<file path="config.mk">
export PLATFORM = sky130hd
export DESIGN_NAME = z80_incdec_seq
export DESIGN_NICKNAME = d
export VERILOG_FILES = /design/src/rtl/z80_incdec_seq.sv
export SDC_FILE = /design/constraint.sdc
export NUM_CORES = 1
export LEC_CHECK = 0
export CAP_MARGIN = 10
export CORE_ASPECT_RATIO = 1.4
export CORE_UTILIZATION = 23
export CTS_CLUSTER_SIZE = 16
export DETAILED_ROUTE_END_ITERATION = 7
export HOLD_SLACK_MARGIN = 0.06
export SLEW_MARGIN = 30
export SYNTH_ARGS = -nofsm -noshare
export SYNTH_HDL_FRONTEND = slang
export SYNTH_SLANG_ARGS = --single-unit
</file>
<file path="constraint.sdc">
create_clock -name clk -period 3.2 [get_ports clk]
set_clock_uncertainty 0.05 [all_clocks]
set_input_delay 0.96 -clock clk [delete_from_list [all_inputs] [get_ports clk]]
set_output_delay 0.96 -clock clk [all_outputs]
set_load 0.05 [all_outputs]
</file>
<file path="src/rtl/z80_incdec_seq.sv">
// z80_incdec_seq: 4-clock INC/DEC unit with its own register file and F flags.
// 8-bit ops produce full Z80 flags; register-pair ops leave F untouched.
module z80_incdec_seq #(
    parameter int DATA_W   = 8,
    parameter int NUM_REGS = 8,
    parameter int SEL_W    = $clog2(NUM_REGS)
) (
    input  logic              clk,
    input  logic              reset_n,
    input  logic              i_start,
    input  logic              i_op,
    input  logic              i_wide,
    input  logic [SEL_W-1:0]  i_sel,
    input  logic              i_wr_en,
    input  logic [SEL_W-1:0]  i_wr_sel,
    input  logic [DATA_W-1:0] i_wr_data,
    input  logic              i_f_wr,
    input  logic [7:0]        i_f_data,
    input  logic [SEL_W-1:0]  i_rd_sel,
    output logic [DATA_W-1:0] o_rd_data,
    output logic [7:0]        o_f,
    output logic              o_busy,
    output logic              o_done
);
    typedef enum logic [1:0] {IDLE, READ, EXEC, WRITE} state_t;
    localparam logic [SEL_W-1:0]    LSB   = SEL_W'(1);
    localparam logic [DATA_W-1:0]   ONE_N = DATA_W'(1);
    localparam logic [2*DATA_W-1:0] ONE_W = (2*DATA_W)'(1);
    state_t              state;
    logic                op_q, wide_q;
    logic [SEL_W-1:0]    sel_q, hi_i, lo_i;
    logic [DATA_W-1:0]   regs [NUM_REGS];
    logic [7:0]          f, f_q, nf;
    logic [2*DATA_W-1:0] opnd, res_q, wres;
    logic [DATA_W-1:0]   nar, nres;
    logic                h, pv;

    assign o_rd_data = regs[i_rd_sel];
    assign o_f       = f;
    assign o_busy    = state != IDLE;

    // Pair indices ignore sel bit 0; the even register holds the high half.
    always_comb begin
        hi_i = sel_q & ~LSB;
        lo_i = sel_q | LSB;
        nar  = opnd[DATA_W-1:0];
        nres = op_q ? nar - ONE_N : nar + ONE_N;
        wres = op_q ? opnd - ONE_W : opnd + ONE_W;
        h    = op_q ? nar[3:0] == 4'h0 : nar[3:0] == 4'hF;
        pv   = nar == (op_q ? {1'b1, {(DATA_W-1){1'b0}}} : {1'b0, {(DATA_W-1){1'b1}}});
        nf   = {nres[DATA_W-1], nres == '0, nres[5], h, nres[3], pv, op_q, f[0]};
    end

    always_ff @(posedge clk or negedge reset_n) begin
        if (!reset_n) begin
            state  <= IDLE;
            op_q   <= 1'b0;
            wide_q <= 1'b0;
            sel_q  <= '0;
            opnd   <= '0;
            res_q  <= '0;
            f_q    <= '0;
            f      <= '0;
            o_done <= 1'b0;
            for (int i = 0; i < NUM_REGS; i++) regs[i] <= '0;
        end else begin
            o_done <= 1'b0;
            case (state)
                IDLE: begin
                    if (i_wr_en) regs[i_wr_sel] <= i_wr_data;
                    if (i_f_wr) f <= i_f_data;
                    if (i_start) begin
                        op_q   <= i_op;
                        wide_q <= i_wide;
                        sel_q  <= i_sel;
                        state  <= READ;
                    end
                end
                READ: begin
                    opnd  <= wide_q ? {regs[hi_i], regs[lo_i]} : {{DATA_W{1'b0}}, regs[sel_q]};
                    state <= EXEC;
                end
                EXEC: begin
                    res_q <= wide_q ? wres : {{DATA_W{1'b0}}, nres};
                    f_q   <= wide_q ? f : nf;
                    state <= WRITE;
                end
                WRITE: begin
                    if (wide_q) begin
                        regs[hi_i] <= res_q[2*DATA_W-1:DATA_W];
                        regs[lo_i] <= res_q[DATA_W-1:0];
                    end else begin
                        regs[sel_q] <= res_q[DATA_W-1:0];
                    end
                    f      <= f_q;
                    o_done <= 1'b1;
                    state  <= IDLE;
                end
                default: state <= IDLE;
            endcase
        end
    end
endmodule

</file>
Word-level counts from Yosys, hierarchy flattened
Index checks and enable logic that the tools add are counted.
{"block": "op_classes", "n_bitwise": 5, "reduce_logical": 12, "order_cmp": 9, "mux": 39, "add_sub_neg": 4, "n_eq_ne": 8}
{"cell": "bitwise mux 64 bit", "n": 4}
{"cell": "two-way mux 64 bit", "n": 2}
{"cell": "two-way mux 8 bit", "n": 16}
{"cell": "case mux 64 bit (2 select lines)", "n": 1}
{"cell": "binary-select mux 8 bit (select 3 bit)", "n": 4}
{"cell": "demux 8 bit (select 3 bit)", "n": 4}
{"cell": "two-way mux 16 bit", "n": 3}
{"cell": "greater-or-equal comparator 4 bit (second input constant)", "n": 5}
{"cell": "inverter 3 -> 4 bit", "n": 5}
{"cell": "adder 16 x 1 -> 16 bit (second input constant)", "n": 1}
{"cell": "< comparator 4 x 1 -> 1 bit (second input constant)", "n": 4}
{"cell": "case mux 8 bit (2 select lines)", "n": 1}
{"cell": "subtractor 16 x 1 -> 16 bit (second input constant)", "n": 1}
{"cell": "adder 8 x 1 -> 8 bit (second input constant)", "n": 1}
{"cell": "== test 8 bit", "n": 1}
{"cell": "zero test 8 bit", "n": 1}
{"cell": "case mux 2 bit (4 select lines)", "n": 1}
{"cell": "subtractor 8 x 1 -> 8 bit (second input constant)", "n": 1}
{"cell": "inequality test 2 bit (second input constant)", "n": 3}
{"cell": "AND reduction 2 bit", "n": 3}
{"cell": "== test 2 bit (second input constant)", "n": 2}
{"cell": "== test 4 bit (second input constant)", "n": 1}
{"cell": "logical AND 1 bit", "n": 4}
{"cell": "zero test 4 bit", "n": 1}
{"cell": "5 further kinds", "n": 7}
{"block": "totals", "inputBits": 32, "elab_cells": 94, "reg_bits": 120}

Longest topological paths before layout
Gate-level depths: netlist of run 1.
{"block": "depth", "ltp_word": 9, "mapped_depth": 7}

Least setup slack after synthesis of run 1
OpenSTA, ideal clock, no wires.
{"block": "synth_path", "path_type": "input to output", "startpoint": "input i_rd_sel[1]", "endpoint": "output o_rd_data[4]", "arrival_ns": 2.374, "path_stages": 4, "required_ns": 2.190, "slack_ns": -0.184, "path_cell_list": "buf_2 > buf_2 > mux4_2 > mux2_2"}
{"block": "synth_between", "elab_chain_cells": 4}
{"element": "from (decl)", "line_no": "19", "source": "input logic [SEL_W-1:0] i_rd_sel,"}
{"element": "inverter 3 -> 4 bit (not written as such)", "line_no": "38", "source": "assign o_rd_data = regs[i_rd_sel];"}
{"element": "binary-select mux 8 bit (select 3 bit)", "line_no": "38"}
{"element": "two-way mux 8 bit (not written as such) (2 in series)", "line_no": "38"}
{"element": "to (decl)", "line_no": "20", "source": "output logic [DATA_W-1:0] o_rd_data,"}
Every way passes these cells. The select of a mux whose other input is x is not followed.

Worst setup path in the final report of run 1
{"block": "layout_path", "startpoint": "input i_rd_sel[1]", "endpoint": "output o_rd_data[0]"}
The elaborated chain is that of the path after synthesis.

==> flow_summary.toml, run 1 <==
[clock_tree]
clockBufferDepth = 2
h-tree-depth = 4
clk-insertion-delay-late_ps = 420
clkSinkCount = 120
clkTransAtPathRegs_ps = 60
numCtsBuffers = 17
cts_tree = "yes"
cts_hold_buf = 0
root_buffer = "clkbuf_16"

[power_and_ir_drop]
ir_drop_mv = 0.368
power.density_mw_per_mm2 = 1070
p_leak_nw = 3.92

[setup_path]
cp_max_fo = 8
worstPathCellList = "buf_12, buf_12, mux4_2, mux2_4, buf_8"
cp.arrival_ps = 2180
worst-path-buf-inv = 3
crit_type = "input pin to output port"
critPathMostFrequentCell = "buf_12"
critPathTopFamily = "multiplexers"
startpoint_type = "input pin"
critical-path-max-stage-delay_ps = 510
required_ps = 2190
cp-end-kind = "output port"
cp_slowest_cell = "mux4_2"
reg2reg_slack_ps = 620

[drt]
drc = 0
wirelength_um = 23700
ant_nets = 0
dr_total_vias = 6265
drt_iter0_drc = 476
routedWlPerCell_um = 19.4
vias_per_cell = 5.14
firstDrtPassIters = 5

[yosys]
yosys_warnings = 0
synth_top_area_share = 0.394
syn_inst = 721
yosys.area.top_type = "dfrtp_1"
syn_nets = 773
syn-cell-area_mm2 = 0.00762
synth_edf_count = 0
syn_avg_cell_area_um2 = 10.6
seq_area_frac_synth = 0.394
synthArstFlopShare = 1.00
synthTopCellsByArea = "dfrtp_1 (39%), mux2_2 (14%), mux4_2 (7.4%)"
synth.most_common_cell = "dfrtp_1"
ys_ff_latch = 120
yosys.cell_types.count = 67
ys.flop_type = "dfrtp_1"
synthTopCellsByCount = "dfrtp_1 (120), mux2_2 (94), o22ai_1 (83)"

[placed_design]
portBuffers = 49
dp_worst_setup_slack_ps = -489
place_hpwl_um = 17600
place_area_mm2 = 0.00871
finalWeightedCongestion = 0.866

[die]
start_util = 0.235
dieWidth_um = 156
die_h_um = 217
dieArea_mm2 = 0.0339
top_level_ports = 50
core_mm2 = 0.0325
fp-row-count = 78

[sta]
slew_headroom = 0.414
worstMarginPinSlew_ps = 875
hold_violations = 0
setup_violations = 0
fin_crit_ps = 3190
slew_violations = 0
finalCritPeriodShare = 0.996
rsz0062_at_grt = "yes"
fmax_ghz = 0.314
timing.final.ws_setup_ps = 12.6

[global_routing]
grt_pass1_vias = 6455
antenna_found_initial = 0
grt_pass1_wl_um = 37300
overflow = 0
groute.usage.overall = 0.144
grt_start_max_net_pins = 60

[worst_hold_path]
hp-class = "flip-flop to flip-flop"

[layout]
fin_area_mm2 = 0.00937
area_growth_pct = 23.0
utilization = 0.288
antenna_cells = 0
finalNetCount = 819
drive_above_1_share = 0.286

[run_status]
outcome = "completed"

[flow_run]
drv_cap = 0
[metrics by stage]
step / TNS (ps) / power, mW / cells / hold slack [ps]
4_1_cts: 0 / 10.0 / 1219 / 472
3_5_place_dp: -3690 / 8.01 / 1187 / 449
6_report: 0 / 10.0 / 1219 / 475
2_1_floorplan: 0 / 6.53 / 721 / 412
3_3_place_gp: -3640 / 7.95 / 1187 / 444
5_1_grt: -24.8 / 10.7 / 1219 / 484
[flip-flops by register name, indices dropped and copies added (netlist names)]
name and count:
sel_q 3, opnd 16, regs 64, res_q 16
f_q 8, wide_q 1, o_done 1, state 2
op_q 1, o_f 8
[layout make-up]
cell class	count	area (um2)
flip-flops and latches	120	3000
fillers	3361	23100
multi-input cells	522	4300
clock inverters	7	91.3
clock buffers	24	502
repair buffers	86	852
inverters	20	75.1
well taps	440	551
[where the power goes]
part	internal [mW]	leakage, nW	total (mW)	switching, mW
Clock	1.24	0.292	1.93	0.684
Sequential	2.17	1.57	2.89	0.715
Combinational	2.23	2.07	5.22	2.99
[logic make-up after synthesis]
logic type      count (synthesis)  synth area share
compound gates                209             0.181
xor+xnor                       10            0.0115
fa+ha+maj                      20            0.0338
buf+inv                        79            0.0471
flops                         120             0.394
mux                           132             0.230
simple gates                  151             0.102
[final timing paths]
check                            startpoint  cells past startpoint      endpoint
worst min-delay path                 f_q[6]                      2        f_q[6]
max in group asynchronous           reset_n                      2       opnd[0]
worst min register to register       f_q[6]                      2        f_q[6]
worst max register to register         op_q                      6     res_q[10]
min in group asynchronous           reset_n                      1      regs[23]
worst max-delay path            i_rd_sel[1]                      5  o_rd_data[0]
[metal layers]
layer / share of wire / up-vias / global-route usage
li1: - / 2834 / -
met1: 0.38 / 3103 / 0.162
met2: 0.51 / 252 / 0.256
met3: 0.053 / 76 / 0.0213
met4: 0.055 / 0 / 0.0859
met5: 0 / - / 0
[worst register-to-register path, stage by stage, from the launching register on]
cell and delay [ps]:
dfrtp_1 670, ha_1 400, a21o_1 270, a221o_2 450, a31o_2 280, xor2_1 150
a22o_1 210
[layout by cell type, fill, tap and decap left out, types with 6 or more instances in the layout]
master / instances
clkdlybuf4s50_1: 37
nand2_1: 47
o21ai_0: 22
a22oi_1: 9
clkbuf_16: 17
nand2b_1: 10
buf_4: 36
inv_1: 20
nor2_1: 30
a31oi_1: 15
a21o_1: 7
mux2_2: 86
mux2_4: 8
nand3_1: 17
mux4_2: 25
a21oi_1: 31
xor2_1: 6
dfrtp_1: 120
o22ai_1: 83
nor3_1: 6
ha_1: 19
mux2i_1: 12
[timing repair]
item / 4_1_cts / 5_1_grt
hold endpoints to repair: 0 / 0
cloned: 1 / 0
resized for setup: 23 / 1
setup buffers: 0 / 0
setup endpoints to repair: 8 / 5
No activity file was read; power rests on OpenSTA's default activity.
==> inputs of run 2 (changes only) <==
--- a/config.mk
+++ b/config.mk
@@ -11,6 +11,7 @@
 export CTS_CLUSTER_SIZE = 16
 export DETAILED_ROUTE_END_ITERATION = 7
 export HOLD_SLACK_MARGIN = 0.06
+export PLACE_DENSITY = 0.49
 export SLEW_MARGIN = 30
 export SYNTH_ARGS = -nofsm -noshare
 export SYNTH_HDL_FRONTEND = slang
==> flow_summary.toml, run 2 (synthesis gave the netlist of run 1 again) <==
[run_status]
outcome = "completed"

[worst_hold_path]
worstHoldPathCells = 2
hp-class = "flip-flop to flip-flop"

[drt]
wirelength_um = 24800
firstDrtPassIters = 5
routedWlPerCell_um = 20.3
drt_iter0_drc = 315
vias_per_cell = 5.05
ant_nets = 0
dr_total_vias = 6176
drc = 0

[clock_tree]
cts_tree = "yes"
clk-insertion-delay-late_ps = 420
cts_hold_buf = 0
numCtsBuffers = 17
h-tree-depth = 4
clkSinkCount = 120
clkTransAtPathRegs_ps = 60
root_buffer = "clkbuf_16"
clockBufferDepth = 2

[power_and_ir_drop]
p_clk_frac = 0.193
power.density_mw_per_mm2 = 1070
comb_power_share = 0.520
p_leak_nw = 3.94
ir_drop_mv = 0.404
swShare = 0.440
seq_power_share = 0.287
internal-power_mw = 5.68
p_sw_mw = 4.47
p_total_mw = 10.1

[layout]
utilization = 0.291
top_regs = "regs x64, opnd x16, res_q x16"
area_growth_pct = 24.0
drive_above_1_share = 0.290
finalNetCount = 824
regMostFlops = "regs"
antenna_cells = 0
largest_reg_flops = 64
final_cells = 1223
final_cell_mix = "dfrtp_1 (120), mux2_2 (86), o22ai_1 (83)"
layout_commonest_cell = "dfrtp_1"

[sta]
fin_crit_ps = 3200
worstMarginPinSlew_ps = 734
rsz0062_at_grt = "yes"
finalCritPeriodShare = 0.999
slew_headroom = 0.510
tns_ps = 0
fmax_ghz = 0.313
slew_violations = 0
hold_violations = 0
setup_violations = 0

[placed_design]
place_inst = 1191
finalWeightedCongestion = 0.834
place_hpwl_um = 18700
portBuffers = 49

[global_routing]
grt_start_max_net_pins = 42
overflow = 0
antenna_found_initial = 0
groute.usage.overall = 0.152
grt_pass1_wl_um = 38300
grt_pass1_vias = 6381

[setup_path]
ff2ff_path_depth = 6
required_ps = 2190
cp-end-kind = "output port"
startpoint_type = "input pin"
cp_max_fo = 8
cp.arrival_ps = 2190
crit_type = "input pin to output port"

[die]
start_util = 0.235
die_h_um = 217
fp-row-count = 78
dieWidth_um = 156
dieArea_mm2 = 0.0339
top_level_ports = 50
core_mm2 = 0.0325

[flow_run]
drv_cap = 0
[run 2: cell count changes in the layout (fill, tap and decap cells not counted)]
cell | before | now
buf_12 | 5 | 8
buf_6 | 3 | 6
clkinv_2 | 3 | 0
clkinvlp_4 | 1 | 4
buf_8 | 3 | 2
clkinv_4 | 1 | 0
[run 2: final timing paths]
check / start / to / slack, ps
min in group asynchronous: reset_n / opnd[15] / 480
max reg2reg: op_q / res_q[10] / 600
min reg2reg: res_q[0] / res_q[0] / 470
max in group asynchronous: reset_n / o_f[6] / 1960
max: i_rd_sel[1] / o_rd_data[0] / 4
min: res_q[0] / res_q[0] / 470
[run 2: stage by stage]
step,area (um2),hold WS [ps],setup WS [ps]
final,9450,469,3.93
after global routing,9450,487,-17.0
after CTS,9450,472,4.81
after detailed placement,8780,448,-486
after global placement,8770,452,-476
after floorplan,7660,412,21.2
[run 2: area by class of cell]
class	instances	area [um2]
Fill cell	3394	23000
Inverter	20	75.1
Sequential cell	120	3000
Tap cell	440	551
Clock buffer	24	502
Clock inverter	6	90.1
Timing Repair Buffer	91	931
Multi-Input combinational cell	522	4300
[run 2: what timing repair did]
action,CTS,global route
setup endpoints to repair,8,3
buffers inserted,1,0
pin swaps,0,0
gates resized for setup,25,0
cloned,1,0
[run 2: layer usage]
layer / track usage / vias to the layer above / share of wire / wire (um)
li1: - / 2859 / - / -
met1: 0.166 / 3111 / 0.38 / 9510
met2: 0.281 / 159 / 0.54 / 13500
met3: 0.0223 / 47 / 0.035 / 858
met4: 0.0748 / 0 / 0.038 / 931
met5: 0 / - / 0 / 0
[run 2: worst max-delay path, cell delays in order]
cell and delay [ps]:
buf_12 100, buf_12 150, mux4_2 510, mux2_4 300, buf_8 150
[run 2: power groups by stage]
stage | sequential, mW | clock, mW | combinational (mW)
after global routing | 3.00 | 2.05 | 5.71
after floorplan | 2.74 | 0 | 3.79
after global placement | 2.91 | 0 | 5.19
final | 2.91 | 1.96 | 5.28
after detailed placement | 2.94 | 0 | 5.22
after CTS | 2.91 | 1.99 | 5.31
